## src/rtl/shift_add_multiplier_pkg.sv

```systemverilog
// shift_add_multiplier_pkg: shared state encoding and counter sizing for the multiplier
package shift_add_multiplier_pkg;
    typedef enum logic [2:0] {
        S_IDLE  = 3'd0,
        S_LOAD  = 3'd1,
        S_ADD   = 3'd2,
        S_SHIFT = 3'd3,
        S_DONE  = 3'd4
    } state_t;

    // Wide enough to hold the value N itself, not just N-1
    function automatic int cnt_w(input int n);
        return $clog2(n) + 1;
    endfunction
endpackage

```

## src/rtl/register.sv

```systemverilog
// register: passive N-bit store driven by clear/load/shift-right strobes
//   clk, rst_n : clock and asynchronous active-low reset
//   cl, ld, sr : clear, parallel load from d, shift right inserting ir at the MSB
//   ir, d, q   : shift-in bit, load data, stored value
module register #(
    parameter int DATA_WIDTH = 16
) (
    input  logic                  clk,
    input  logic                  rst_n,
    input  logic                  cl,
    input  logic                  ld,
    input  logic                  sr,
    input  logic                  ir,
    input  logic [DATA_WIDTH-1:0] d,
    output logic [DATA_WIDTH-1:0] q
);
    always_ff @(posedge clk or negedge rst_n)
        if (!rst_n) q <= '0;
        else if (cl) q <= '0;
        else if (ld) q <= d;
        else if (sr) q <= {ir, q[DATA_WIDTH-1:1]};
endmodule

```

## src/rtl/shift_add_multiplier.sv

```systemverilog
// shift_add_multiplier: sequential unsigned shift-and-add multiplier behind start/busy/done
//   clk, rst_n : clock and asynchronous active-low reset
//   start      : request, accepted only in IDLE
//   a, b       : multiplicand and multiplier, captured on the accepting edge
//   busy       : high in every state except IDLE
//   done       : one-cycle pulse when product is valid
//   product    : {A,Q}, held until the next accepted start
module shift_add_multiplier
    import shift_add_multiplier_pkg::*;
#(
    parameter int DATA_WIDTH = 16
) (
    input  logic                    clk,
    input  logic                    rst_n,
    input  logic                    start,
    input  logic [DATA_WIDTH-1:0]   a,
    input  logic [DATA_WIDTH-1:0]   b,
    output logic                    busy,
    output logic                    done,
    output logic [2*DATA_WIDTH-1:0] product
);
    localparam int N  = DATA_WIDTH;
    localparam int CW = cnt_w(N);

    state_t          r_state, w_next;
    logic [N-1:0]    r_a, r_b;
    logic [N-1:0]    w_m, w_acc, w_q;
    logic            r_c;
    logic [CW-1:0]   r_cnt;
    logic [N:0]      w_sum;
    logic            w_load, w_add, w_shift;

    assign w_load  = r_state == S_LOAD;
    assign w_add   = r_state == S_ADD && w_q[0];
    assign w_shift = r_state == S_SHIFT;
    assign w_sum   = {1'b0, w_acc} + {1'b0, w_m};

    register #(.DATA_WIDTH(N)) u_m (
        .clk(clk), .rst_n(rst_n), .cl(1'b0), .ld(w_load), .sr(1'b0),
        .ir(1'b0), .d(r_a), .q(w_m)
    );

    register #(.DATA_WIDTH(N)) u_a (
        .clk(clk), .rst_n(rst_n), .cl(w_load), .ld(w_add), .sr(w_shift),
        .ir(r_c), .d(w_sum[N-1:0]), .q(w_acc)
    );

    // Q's shift-in is A[0] before the shift, so {C,A,Q} moves right as one word
    register #(.DATA_WIDTH(N)) u_q (
        .clk(clk), .rst_n(rst_n), .cl(1'b0), .ld(w_load), .sr(w_shift),
        .ir(w_acc[0]), .d(r_b), .q(w_q)
    );

    always_ff @(posedge clk or negedge rst_n)
        if (!rst_n) begin
            r_state <= S_IDLE;
            r_a     <= '0;
            r_b     <= '0;
            r_c     <= 1'b0;
            r_cnt   <= '0;
        end else begin
            r_state <= w_next;
            if (r_state == S_IDLE && start) begin
                r_a <= a;
                r_b <= b;
            end
            if (w_load || w_shift) r_c <= 1'b0;
            else if (w_add) r_c <= w_sum[N];
            if (w_load) r_cnt <= CW'(N);
            else if (w_shift) r_cnt <= r_cnt - 1'b1;
        end

    always_comb begin
        w_next = r_state;
        case (r_state)
            S_IDLE:  w_next = start ? S_LOAD : S_IDLE;
            S_LOAD:  w_next = S_ADD;
            S_ADD:   w_next = S_SHIFT;
            S_SHIFT: w_next = r_cnt == CW'(1) ? S_DONE : S_ADD;
            S_DONE:  w_next = S_IDLE;
            default: w_next = S_IDLE;
        endcase
    end

    assign busy    = r_state != S_IDLE;
    assign done    = r_state == S_DONE;
    assign product = {w_acc, w_q};
endmodule

```

## config.mk

```make
export PLATFORM = sky130hd
export DESIGN_NAME = shift_add_multiplier
export DESIGN_NICKNAME = d
export VERILOG_FILES = /design/src/rtl/shift_add_multiplier_pkg.sv /design/src/rtl/register.sv /design/src/rtl/shift_add_multiplier.sv
export SDC_FILE = /design/constraint.sdc
export NUM_CORES = 1
export LEC_CHECK = 0
export ABC_AREA = 0
export CORE_MARGIN = 2
export CORE_UTILIZATION = 54
export CTS_BUF_LIST = sky130_fd_sc_hd__clkbuf_4 sky130_fd_sc_hd__clkbuf_8 sky130_fd_sc_hd__clkbuf_16
export DETAILED_ROUTE_END_ITERATION = 7
export GPL_ROUTABILITY_DRIVEN = 0
export GPL_TIMING_DRIVEN = 0
export PLACE_DENSITY = 0.77
export SYNTH_ARGS = -nofsm -noshare
export SYNTH_HDL_FRONTEND = slang
export SYNTH_SLANG_ARGS = --single-unit
```

## constraint.sdc

```tcl
create_clock -name clk -period 2.77 [get_ports clk]
set_clock_uncertainty 0.05 [all_clocks]
set_input_delay 0.554 -clock clk [delete_from_list [all_inputs] [get_ports clk]]
set_output_delay 0.554 -clock clk [all_outputs]
set_load 0.02 [all_outputs]
```

==> metrics <==
Slowest-stage cell, CP dfrtp_1; CP top delay family buffers and inverters; Highest Clock Rate 0.390 GHz; All-Layer GR Usage a little under a quarter; H-tree levels 3; Yosys cell types 46; outcome complete, no violations; Yosys Warn Count 0; CTS clk-pin slew, worst paths roughly 90 ps; CTS buffer count 9; Post-DRT Antenna Nets 0; kind of critical path flip-flop to primary output; final wirelength 9380 microns; Area contributors post-synth dfrtp_1 (50%), mux2_2 (11%), ha_1 (5.1%); Power Total 6220 uW; Hold Buf Count CTS 0; NumNets Final ~530; Tcrit/Tclk final 92.7%; DRC 0; crit path capture type primary output; final setup violation count 0; total number of vias 3330; Post-synth EDFFs 0; count of final hold-check violations 0; min cycle time layout 2570 ps; area grow syn2layout 23.2%; Static Leak 0.00245 uW; commonest non-fill, non-tap cell in the layout dfrtp_1; DR vias/cell 5.76; Post-Syn Instances 392; most frequent cells in the layout dfrtp_1 (89), clkdlybuf4s50_1 (66), mux2_2 (45), o21ai_0 (38), nand2_1 (33); FF+latch count, synth 89; Peak VDD IR about 0.56 mV; IO Count between 60 and 70; Core Footprint between 7000 and 8000 sq um; Hold Crit Class primary input to async pin; initial antenna violation count 0; final core utilization 69.7%; die extent in y roughly 94 microns; HPWL Detailed 6920 microns; largest net degree at the start of global routing 47; MaxCap Viol Count 0; die width 94.5 microns; Top FF cell, synth dfrtp_1; Clock Latency Late Sink 350 ps; Synth area leader dfrtp_1; RSZ-0062 raised after global routing no; share of the synthesized area in the top cell type 50.4%; Seq/Total Area, Yosys around half; # rows 32; syn avg cell area 11.3 sq um; Synthesized Nets 446; Initial DRC Count 140; Buf+Inv Stages, Crit Path 3; n_diodes 0; CP Cell Sequence buf_2, clkbuf_1, nor3b_1, dlygate4sd2_1; relative slew slack about three fifths; CTS tree built; effective utilization at floorplan 56.6%; proportion of layout cells with a drive suffix above 1 about 17%; synthesized area 4420 sq um; first-pass GRT wire length 15700 microns; die area 8920 sq um; clk sink count 89; Required @ worst endpoint around 2200 ps; Critical Path Start Type flip-flop; clock tree buffer depth 2; GRT overflow 0; drt first pass iters 5; port bufs between 60 and 70; vias in the first global route about 3200; pwr/cell area 1140 nW/um^2; critical path's largest stage delay 420 ps; Critical Path AT between 1500 and 2000 ps; Async S/R FF share, synth 100%; max-slew violations 0; per-cell routed wire length 16.2 microns; CTS root buffer clkbuf_8; slew at the pin with the worst max-slew slack slightly below 600 ps; critical path peak fanout 10
-- state kept, by name, indices dropped and copies added, names as in the netlist --
signal   count
r_cnt        5
u_a.q       16
r_b         16
u_q.q       16
r_a         16
r_state      3
r_c          1
u_m.q       16
-- where the power goes --
part           total (uW)  switching (uW)  internal (uW)
sequential           2340             452           1890
clock                 880             444            436
combinational        3000            1580           1430
total                6220            2470           3750
-- layer usage --
layer  up-vias  share of wire [%]  track usage (%)  wire [microns]
li1       1565                  -                -               -
met1      1630                 47             32.6            4370
met2       112                 46             34.2            4340
met3        23                4.7             3.43             443
met4         0                2.4             9.42             223
met5         -                  0                0               0
-- cells in the mapped netlist (7+ instances only) --
cell type	number
ha_1	18
o21ai_0	38
xnor2_1	8
a22oi_1	10
mux2i_1	18
mux2_2	45
a21oi_1	16
nand2_1	33
nor2_1	22
clkbuf_1	11
nor3_1	7
dfrtp_1	89
-- cell type report --
type	instances	area, sq um
Sequential cell	89	2230
Clock inverter	4	53.8
Timing Repair Buffer	69	704
Tap cell	102	128
Buffer	22	113
Fill cell	608	2360
Clock buffer	11	139
Multi-Input combinational cell	275	2060
Inverter	6	22.5
-- final timing paths --
kind,from,to,slack [ps],cells past startpoint
worst max-delay path,r_state[1],done,200,4
worst min-delay path,rst_n,u_q.q[12],150,1
worst max register to register,u_a.q[0],r_c,320,8
worst min register to register,r_b[0],r_b[0],450,1
max in group asynchronous,rst_n,r_cnt[0],1900,2
min in group clk,r_b[0],r_b[0],450,1
-- metrics by stage --
step           setup slack [ps]  cell area, sq um  hold slack (ps)  setup TNS, ps  cells
3_3_place_gp              -2040              5230              421        -181700    562
2_1_floorplan               546              4420              208              0    392
3_5_place_dp                322              5250              426              0    563
5_1_grt                    67.1              5440              179              0    578
6_report                    203              5440              146              0    578
4_1_cts                     189              5440              158              0    578
-- cells by family after synthesis --
family	count (synthesis)	synth area share, %
and+or+nand+nor	85	8.67
AOI/OAI and AO/OA	92	13.4
xor gates and xnor gates	13	2.58
buffers and inverters	28	3.06
adders and majority gates	19	5.55
DFF	89	50.4
muxes	66	16.3
-- worst reg2reg max path, stage by stage, from the launching register on --
cell and delay, ps:
dfrtp_1 430, ha_1 240, fa_1 410, nand3_1 100
nand2_1 100, o21ai_1 410, a21oi_2 140, a2111oi_2 370
nor3_1 80
-- repair_timing --
action / CTS / global route
setup endpoints to repair: 1 / 0
gates resized for setup: 1 / 0
setup buffers: 0 / 0
(Power assumes the default switching activity.)
==> variant: new RTL, same flow settings <==
`DATA_WIDTH` is set to 16 in 2 places; all go to 12.
--- a/src/rtl/register.sv
+++ b/src/rtl/register.sv
@@ -3,7 +3,7 @@
 //   cl, ld, sr : clear, parallel load from d, shift right inserting ir at the MSB
 //   ir, d, q   : shift-in bit, load data, stored value
 module register #(
-    parameter int DATA_WIDTH = 16
+    parameter int DATA_WIDTH = 12
 ) (
     input  logic                  clk,
     input  logic                  rst_n,
--- a/src/rtl/shift_add_multiplier.sv
+++ b/src/rtl/shift_add_multiplier.sv
@@ -8,7 +8,7 @@
 module shift_add_multiplier
     import shift_add_multiplier_pkg::*;
 #(
-    parameter int DATA_WIDTH = 16
+    parameter int DATA_WIDTH = 12
 ) (
     input  logic                    clk,
     input  logic                    rst_n,
Interface: changed (resized a, b and product); port bits go from 69 to 53. The function was not compared with the original's and may differ.
==> variant against the original RTL <==
- combinational power down 17%
- sequential cell count down 20
- count of clock-buffer cells in the layout up 2
- worst setup slack better by 0.15 ns
- design area down 20%
- synthesized area down 20%
- maximum frequency up 6.3%
- critical path depth down 1
- hold slack better by 0.12 ns
- wire length down 20%
- total power down 17%
- largest power group unchanged
- highest routed layer unchanged
==> variant: results (changes against the original RTL) <==
Pwr
  • Sw Pwr: 2.02 mW (-18%)
  • Worst vdd rail ir drop: 588 uV (+5.3%)
  • Leak Pwr: 2.06 nW (-16%)

Outcome
  • Status: completed

Clock tree
  • Post-CTS repair timing setup buffer count: 0 (unchanged)
  • Clock-pin slew on the worst setup and hold paths: 0.07 ns (-0.02 ns)
  • Number of levels in the clock H-tree: 3 (unchanged)
  • Number of resized instances in the post-cts repair step: 0 (-1)
  • Clock latency of the later-clocked register in the worst-skew pair: 0.34 ns
  • Number of buffers created by CTS: 9 (unchanged)

Drt
  • Number of DRC markers after the initial detailed-route iteration: 235 (+68%)
  • Routed via count: 2608 (-22%)
  • Total wire length: 7490 um (-20%)
  • Length of the first detailed-routing pass in iterations: 4 (-1)

Worst setup path
  • Crit path capture: busy
  • Critical path startpoint: r_state[2]
  • Crit Reg-Reg Startpoint: u_a.q[0]
  • Crit Reg-Reg Endpoint: u_a.q[10]
  • R2R setup slack: 0.60 ns (+0.28 ns)
  • Largest fanout on the critical path: 10 (unchanged)
  • Arrival @ worst endpoint: 1.81 ns (-0.15 ns)

Timing
  • Slew HR: 0.429 (-0.174)
  • Post-route fraction of the period consumed by the critical path: 0.872 (-0.0550)

Final layout
  • Number of fill cells: 475 (-22%)
  • Plain + repair buffers: 69 (-24%)
  • Fraction of area in multi-input gates: 0.381 (+0.00344)
  • Post-synthesis to final-layout area growth: 23.5%
  • Layout buffering overhead excluding clock cells: 0.147 (-0.00354)
  • Num sequential: 69 (-22%)
  • CLK BUF: 13 (+2)
  • Sequential standard cell area: 1730 sq um (-22%)
  • Clock tree cell share of total cell area: 0.0491 (+0.0137)
  • Antenna Diode Count: 0 (unchanged)
  • Final nets: 419 (-20%)
  • Non-clock inverter instance count of the final layout: 8 (+2)
  • Ratio of cells with drive above 1 in the final layout: 0.175 (+0.00102)
  • Multi-In Gates: 220 (-20%)

Synth
  • Post-synth design cell area: 3540 sq um (-20%)
  • Top flip-flop cell by instance count after synthesis: sky130_fd_sc_hd__dfrtp_1
  • Cell types occupying the most area after synthesis: sky130_fd_sc_hd__dfrtp_1, sky130_fd_sc_hd__mux2_4, sky130_fd_sc_hd__ha_1
  • Top cells by count, synth: sky130_fd_sc_hd__dfrtp_1, sky130_fd_sc_hd__nand2_1, sky130_fd_sc_hd__o21ai_0
  • Net count of the mapped netlist: 356 (-20%)
  • Distinct cells, synth: 47 (+2.2%)
  • Sequential element share of the synthesized area: 0.487 (-0.0170)

Placement
  • Half-perimeter wire length of the detailed placement result: 5120 um (-26%)
  • Placement-stage cell area: 4160 sq um (-21%)
  • Worst slack, placed: 0.394 ns (+0.0724 ns)
  • Number of port buffers: 52 (-24%)

Min path
  • Min-Delay Path Class: in -> async

GRT
  • Pin count of the biggest net entering global routing: 70 (+49%)
  • Gr usage total: 0.223 (-0.00307)
  • Antenna violations before repair: 0 (unchanged)
  • Fraction of met3 tracks used by global routing: 0.0418 (+0.00751)
  • First-pass GRT wire length: 12600 um (-20%)
  • Met2 usage in global routing: 0.346 (+0.00362)
  • Met1 track utilization from global routing: 0.315 (-0.0108)
## variant: cell count changes after synthesis, moves of 6 or more
cell                      change
sky130_fd_sc_hd__dfrtp_1     -20
sky130_fd_sc_hd__mux2_4      +20
sky130_fd_sc_hd__mux2_2      -32
sky130_fd_sc_hd__o21ai_0     -12
sky130_fd_sc_hd__xnor2_1      -6
## variant: per-stage QoR
stage	util	hold WS, ns	power (mW)	cells
3_3_place_gp	0.655	0.423	4.19	443
3_5_place_dp	0.655	0.434	4.29	443
4_1_cts	0.689	0.299	5.20	459
6_report	0.690	0.265	5.19	459
2_1_floorplan	-	0.208	3.51	314
5_1_grt	0.690	0.334	5.55	459
## variant: cells by family after synthesis
logic type / synth area share
DFF: 0.487
xor gates and xnor gates: 0.0124
muxes: 0.172
and+or+nand+nor: 0.113
buffers and inverters: 0.0420
adders and majority gates: 0.0551
AOI/OAI and AO/OA: 0.119
## variant: worst max-delay path: stages (launching register included)
cell,delay [ns]
sky130_fd_sc_hd__dfrtp_1,0.38
sky130_fd_sc_hd__buf_2,0.17
sky130_fd_sc_hd__or3_4,0.37
sky130_fd_sc_hd__clkdlybuf4s50_1,0.55
## variant: power by group through the flow
| stage | Clock (mW) | Sequential [mW] | Combinational (mW) |
|---|---|---|---|
| detailed placement | 0 | 1.83 | 2.46 |
| global placement | 0 | 1.81 | 2.38 |
| floorplan | 0 | 1.88 | 1.62 |
| CTS | 0.889 | 1.82 | 2.49 |
| global route | 0.931 | 1.88 | 2.74 |
| finish | 0.874 | 1.82 | 2.49 |
## variant: routing by layer
metal | wire, um | share of wire
met5 | 0 | 0
met4 | 106 | 0.014
met3 | 305 | 0.041
met2 | 3540 | 0.47
met1 | 3530 | 0.47
